### config.mk
export PLATFORM = sky130hd
export DESIGN_NAME = if_id_queue_flat
export DESIGN_NICKNAME = d
export VERILOG_FILES = /design/src/rtl/if_id_queue_pkg.sv /design/src/rtl/if_id_queue_if.sv /design/src/rtl/if_id_queue_mem.sv /design/src/rtl/if_id_queue.sv /design/src/flat_wrapper.sv
export SDC_FILE = /design/constraint.sdc
export NUM_CORES = 1
export LEC_CHECK = 0
export ABC_AREA = 1
export BUFFER_PORTS_ARGS = -buffer_cell sky130_fd_sc_hd__clkbuf_2
export CAP_MARGIN = 20
export CORE_MARGIN = 5
export CORE_UTILIZATION = 50
export CTS_CLUSTER_SIZE = 28
export DETAILED_ROUTE_END_ITERATION = 10
export GPL_TIMING_DRIVEN = 1
export PLACE_DENSITY_LB_ADDON = 0.25
export SETUP_SLACK_MARGIN = 0.15
export SKIP_CTS_REPAIR_TIMING = 1
export SYNTH_ARGS = -nofsm -noshare
export SYNTH_HDL_FRONTEND = slang
export SYNTH_SLANG_ARGS = --single-unit
export TNS_END_PERCENT = 10
### constraint.sdc
create_clock -name clk -period 5.1 [get_ports clk]
set_clock_uncertainty 0.2 [all_clocks]
set_input_delay 1.02 -clock clk [delete_from_list [all_inputs] [get_ports clk]]
set_output_delay 1.02 -clock clk [all_outputs]
set_load 0.1 [all_outputs]
### src/rtl/if_id_queue_pkg.sv
// if_id_queue_pkg: shared widths, entry layout and the empty-queue bubble
package if_id_queue_pkg;
    localparam int XLEN_DEFAULT = 32;
    localparam logic [XLEN_DEFAULT-1:0] ZERO_WORD = '0;
    typedef struct packed {
        logic                    first;
        logic [XLEN_DEFAULT-1:0] pc;
        logic [XLEN_DEFAULT-1:0] inst;
    } entry_t;
    localparam entry_t BUBBLE = '0;
endpackage

### src/rtl/if_id_queue_if.sv
// if_id_queue_if: fetch-side and decode-side handshake bundle of the IF/ID queue
interface if_id_queue_if
    import if_id_queue_pkg::*;
#(
    parameter int XLEN  = XLEN_DEFAULT,
    parameter int DEPTH = 4,
    localparam int CNTW = $clog2(DEPTH) + 1
);
    logic            flush;
    logic            if_valid;
    logic            if_ready;
    logic [XLEN-1:0] if_pc;
    logic [XLEN-1:0] if_inst;
    logic            if_first;
    logic            id_valid;
    logic            id_ready;
    logic [XLEN-1:0] id_pc;
    logic [XLEN-1:0] id_inst;
    logic            id_first;
    logic [CNTW-1:0] count;
    modport master (
        output flush, if_valid, if_pc, if_inst, if_first, id_ready,
        input  if_ready, id_valid, id_pc, id_inst, id_first, count
    );
    modport slave (
        input  flush, if_valid, if_pc, if_inst, if_first, id_ready,
        output if_ready, id_valid, id_pc, id_inst, id_first, count
    );
endinterface

### src/rtl/if_id_queue_mem.sv
// if_id_queue_mem: entry storage with one synchronous write port and one async read port
module if_id_queue_mem #(
    parameter int W     = 65,
    parameter int DEPTH = 4,
    localparam int AW   = $clog2(DEPTH)
) (
    input  logic          clk,
    input  logic          we,
    input  logic [AW-1:0] waddr,
    input  logic [W-1:0]  wdata,
    input  logic [AW-1:0] raddr,
    output logic [W-1:0]  rdata
);
    logic [W-1:0] mem [DEPTH];
    // storage is never reset; stale entries are hidden by the count-based output mask
    always_ff @(posedge clk) begin
        if (we) mem[waddr] <= wdata;
    end
    assign rdata = mem[raddr];
endmodule

### src/rtl/if_id_queue.sv
// if_id_queue: DEPTH-entry IF->ID decoupling FIFO with valid/ready on both sides and flush
module if_id_queue
    import if_id_queue_pkg::*;
#(
    parameter int XLEN  = XLEN_DEFAULT,
    parameter int DEPTH = 4,
    localparam int CNTW = $clog2(DEPTH) + 1,
    localparam int AW   = $clog2(DEPTH),
    localparam int W    = 2 * XLEN + 1
) (
    input logic         clk,
    input logic         rst,
    if_id_queue_if.slave q
);
    logic [AW-1:0]   rd_ptr, wr_ptr;
    logic [CNTW-1:0] cnt;
    logic [W-1:0]    head;
    logic            enq, deq;

    assign q.if_ready = cnt != CNTW'(DEPTH);
    assign q.id_valid = cnt != '0;
    assign q.count    = cnt;
    assign enq = q.if_valid & q.if_ready & ~q.flush;
    assign deq = q.id_valid & q.id_ready & ~q.flush;
    assign {q.id_first, q.id_pc, q.id_inst} = q.id_valid ? head : '0;

    if_id_queue_mem #(.W(W), .DEPTH(DEPTH)) u_mem (
        .clk  (clk),
        .we   (enq),
        .waddr(wr_ptr),
        .wdata({q.if_first, q.if_pc, q.if_inst}),
        .raddr(rd_ptr),
        .rdata(head)
    );

    // pointers and occupancy; flush behaves exactly like reset
    always_ff @(posedge clk) begin
        if (rst || q.flush) begin
            rd_ptr <= '0;
            wr_ptr <= '0;
            cnt    <= '0;
        end else begin
            if (enq) wr_ptr <= wr_ptr + AW'(1);
            if (deq) rd_ptr <= rd_ptr + AW'(1);
            cnt <= (enq && !deq) ? cnt + CNTW'(1) : (deq && !enq) ? cnt - CNTW'(1) : cnt;
        end
    end

    // overflow and underflow cannot happen because enq/deq are gated by count
    always_ff @(posedge clk) begin
        if (!rst) begin
            assert (!(enq && cnt == CNTW'(DEPTH)));
            assert (!(deq && cnt == '0));
        end
    end
endmodule

### src/flat_wrapper.sv
// flat-port wrapper written by rule: the top's interface ports become plain ports
module if_id_queue_flat import if_id_queue_pkg::*;
#(
    parameter int XLEN  = XLEN_DEFAULT,
    parameter int DEPTH = 4,
    localparam int CNTW = $clog2(DEPTH) + 1,
    localparam int AW   = $clog2(DEPTH),
    localparam int W    = 2 * XLEN + 1
)
  (clk, rst, q_flush, q_if_valid, q_if_pc, q_if_inst, q_if_first, q_id_ready, q_if_ready, q_id_valid, q_id_pc, q_id_inst, q_id_first, q_count);
  if_id_queue_if #(.XLEN(XLEN), .DEPTH(DEPTH)) q_i ();
  input logic clk;
  input logic rst;
  input wire logic [$bits(q_i.flush)-1:0] q_flush;
  input wire logic [$bits(q_i.if_valid)-1:0] q_if_valid;
  input wire logic [$bits(q_i.if_pc)-1:0] q_if_pc;
  input wire logic [$bits(q_i.if_inst)-1:0] q_if_inst;
  input wire logic [$bits(q_i.if_first)-1:0] q_if_first;
  input wire logic [$bits(q_i.id_ready)-1:0] q_id_ready;
  output wire logic [$bits(q_i.if_ready)-1:0] q_if_ready;
  output wire logic [$bits(q_i.id_valid)-1:0] q_id_valid;
  output wire logic [$bits(q_i.id_pc)-1:0] q_id_pc;
  output wire logic [$bits(q_i.id_inst)-1:0] q_id_inst;
  output wire logic [$bits(q_i.id_first)-1:0] q_id_first;
  output wire logic [$bits(q_i.count)-1:0] q_count;
  assign q_i.flush = q_flush;
  assign q_i.if_valid = q_if_valid;
  assign q_i.if_pc = q_if_pc;
  assign q_i.if_inst = q_if_inst;
  assign q_i.if_first = q_if_first;
  assign q_i.id_ready = q_id_ready;
  assign q_if_ready = q_i.if_ready;
  assign q_id_valid = q_i.id_valid;
  assign q_id_pc = q_i.id_pc;
  assign q_id_inst = q_i.id_inst;
  assign q_id_first = q_i.id_first;
  assign q_count = q_i.count;
  if_id_queue #(.XLEN(XLEN), .DEPTH(DEPTH)) u_core (.clk(clk), .rst(rst), .q(q_i));
endmodule
==> results_dict.tcl <==
set metrics [dict create \
    setup_violations 0 \
    postSynthAreaPerCell_um2 12.59 \
    cp_slowest_stage_delay_ns 0.65 \
    synthCells 841 \
    cp.arrival_ns 2.68 \
    cts.sinks 269 \
    muxShareOfSynthArea_pct 0 \
    cts_htree_levels 1 \
    rsz0062_at_grt "no" \
    synth_area_leaders "edfxtp_1 74%, nor2_1 9.8%, o21ai_0 4.3%" \
    place_ws_ns 1.703 \
    synth-adder-area-share_pct 0.7798 \
    clkLatencyLatePin_ns 0.52 \
    power.density_nw_per_um2 401.8 \
    worst_slew_pin_slew_ns 0.9695 \
    peakVddDrop_v 0.0002701 \
    layout_common_cells "272 x nor2_1, 260 x edfxtp_1, 139 x clkbuf_2, 91 x o21ai_0, 67 x a21oi_1" \
    r2r_cells 5 \
    firstDrtPassIters 5 \
    wirelength_um 22140 \
    crit_slowest_cell "inv_2" \
    period_minus_slack_ns 3.899 \
    die_x_um 155.5 \
    setup_ws_ns 1.201 \
    track_usage_pct 18.24 \
    holdCritPathClass "reg2reg" \
    hp-start "u_core.wr_ptr[0]" \
    synth_area_um2 10590 \
    place.port_buffers 139 \
    post_dp_cell_area_um2 11470 \
    stdcell_area_um2 12350 \
    critical_path_required_ns 3.88 \
    initial_core_util_pct 50.54 \
    ys_types 21 \
    final-hold-violation-count 0 \
    worstReg2RegStart "u_core.q.count[0]" \
    fin_nets 1053 \
    gr-total-overflow 0 \
    syn_to_final_growth_pct 16.59 \
    mostFrequentLayoutCell "nor2_1" \
    path_cells "nor2_1 > nand2_2 > inv_2 > buf_4 > a21oi_1 > clkbuf_2" \
    endpoint "q_id_inst[24]" \
    grt_pass1_wl_um 34830 \
    wl_per_cell_um 17.41 \
    synth_xor_area_share_pct 0.08270 \
    slew_headroom_pct 35.37 \
    max_freq_ghz 0.2565 \
    run_status "finished clean" \
    cts_buffer_depth 3 \
    fillers 1713 \
    yosysSeqAreaShare_pct 75.43 \
    post-route-period-util_pct 76.45 \
    finalSetupTns_ns 0 \
    fin_total_pwr_mw 4.961 \
    p_leak_nw 4.504 \
    ys_warn_count 0 \
    place.gp.congestion 0.7430 \
    cp.depth 6 \
    crit_start "u_core.q.count[0]" \
    synth_compound_area_share_pct 9.357 \
    root_buffer "clkbuf_16" \
    routed_via_density 5.192 \
    cap_violations 0 \
    hold_depth 2 \
    final_antenna_net_count 0 \
    drc_errors 0 \
    die_height_um 155.5 \
    cts_tree "done" \
    ios 140 \
    dieArea_um2 24190 \
    synth_top_family_by_area "simple AND/OR/NAND/NOR gates" \
    r2r_slack_ns 2.54 \
    ys_ff_latch 269 \
    antenna_found_initial 2 \
    synth_simple_gate_area_share_pct 10.62 \
    first_global_vias 6559 \
    slew_violations 0 \
    crit_type "reg2out" \
    startpoint_type "register" \
    vias 6604 \
    drive_gt1_share_pct 20.56 \
    cts-buffers-inserted 28 \
    yosysTopAreaCell "edfxtp_1" \
    worstPathMaxFanout 38 \
    yosys.area.top_type_share_pct 73.72 \
    cp_num_buf_inv 3 \
    coreArea_um2 20960 \
    r2r_end "u_core.u_mem.mem[2][11]" \
    drt_iter0_drc 424 \
    path_clk_slew_ns 0.06 \
    diodes 0 \
    hold_slack_ns 0.3131 \
    synth_nets 917 \
    grt_max_degree 71 \
    cp_top_family "buffers and inverters" \
    num_rows 53 \
    dp_hpwl_um 12390 \
    endpoint_kind "output port" \
]
-- routing by layer --
layer | vias up | track usage (%) | part of all wire, %
li1 | 3228 | - | -
met1 | 3156 | 24.18 | 42
met2 | 173 | 31.28 | 49
met3 | 43 | 3.911 | 6.4
met4 | 4 | 4.168 | 2.0
met5 | - | 0 | 0.063
-- where the power goes --
group	switching, mW	internal (mW)
Sequential	0.0104	2.47
Combinational	0.480	0.0885
Clock	0.779	1.13
-- worst min-delay path, delay by kind of cell (launching register included) --
family | cells | cell delay [ns]
flops | 1 | 0.34
simple gates | 1 | 0.08
compound gates | 1 | 0.05
-- worst min path at each step --
stage	endpoint
final	u_core.wr_ptr[0]
after global routing	u_core.wr_ptr[0]
after detailed placement	u_core.rd_ptr[0]
after floorplan	register
after global placement	u_core.rd_ptr[0]
after CTS	u_core.wr_ptr[0]
-- through the flow --
stage / util, % / std cells
6_report: 58.92 / 1272
5_1_grt: 58.92 / 1272
4_1_cts: 58.92 / 1272
3_5_place_dp: 54.75 / 1222
3_3_place_gp: 54.75 / 1222
2_1_floorplan: - / 841
-- state kept, by name, summed over array words and instances, names as in the netlist, named ones only --
name and flops:
u_core.wr_ptr 2, u_core.u_mem.mem 260, u_core.q.count 3, u_core.rd_ptr 2
-- kinds of logic (layout without fill, tap and decap cells) --
kind of cell | Yosys count | in the layout
AOI/OAI and AO/OA | 198 | 198
xor gates and xnor gates | 1 | 1
adders and majority gates | 6 | 6
buffers and inverters | 70 | 226
DFF | 269 | 269
and+or+nand+nor | 297 | 297
-- final cells by class --
| cell class | count | area, um2 | area share [%] |
|---|---|---|---|
| clock inverters | 16 | 128.9 | 1.044 |
| clock buffers | 34 | 744.5 | 6.030 |
| repair buffers | 156 | 823.3 | 6.668 |
| well taps | 275 | 344.1 | 2.787 |
| inverters | 20 | 76.32 | 0.6182 |
| multi-input cells | 502 | 2237 | 18.12 |
| flip-flops and latches | 269 | 7993 | 64.73 |
-- synthesized netlist by cell type, drive strengths merged --
cell type / n
a21oi: 67
inv: 20
edfxtp: 260
nor2: 276
ha: 5
clkbuf: 15
o21ai: 131
nand2: 16
nand3: 4
xor2: 1
dfxtp: 9
buf: 35
nand4: 1
fa: 1
Power figures use the tool's default switching activity.
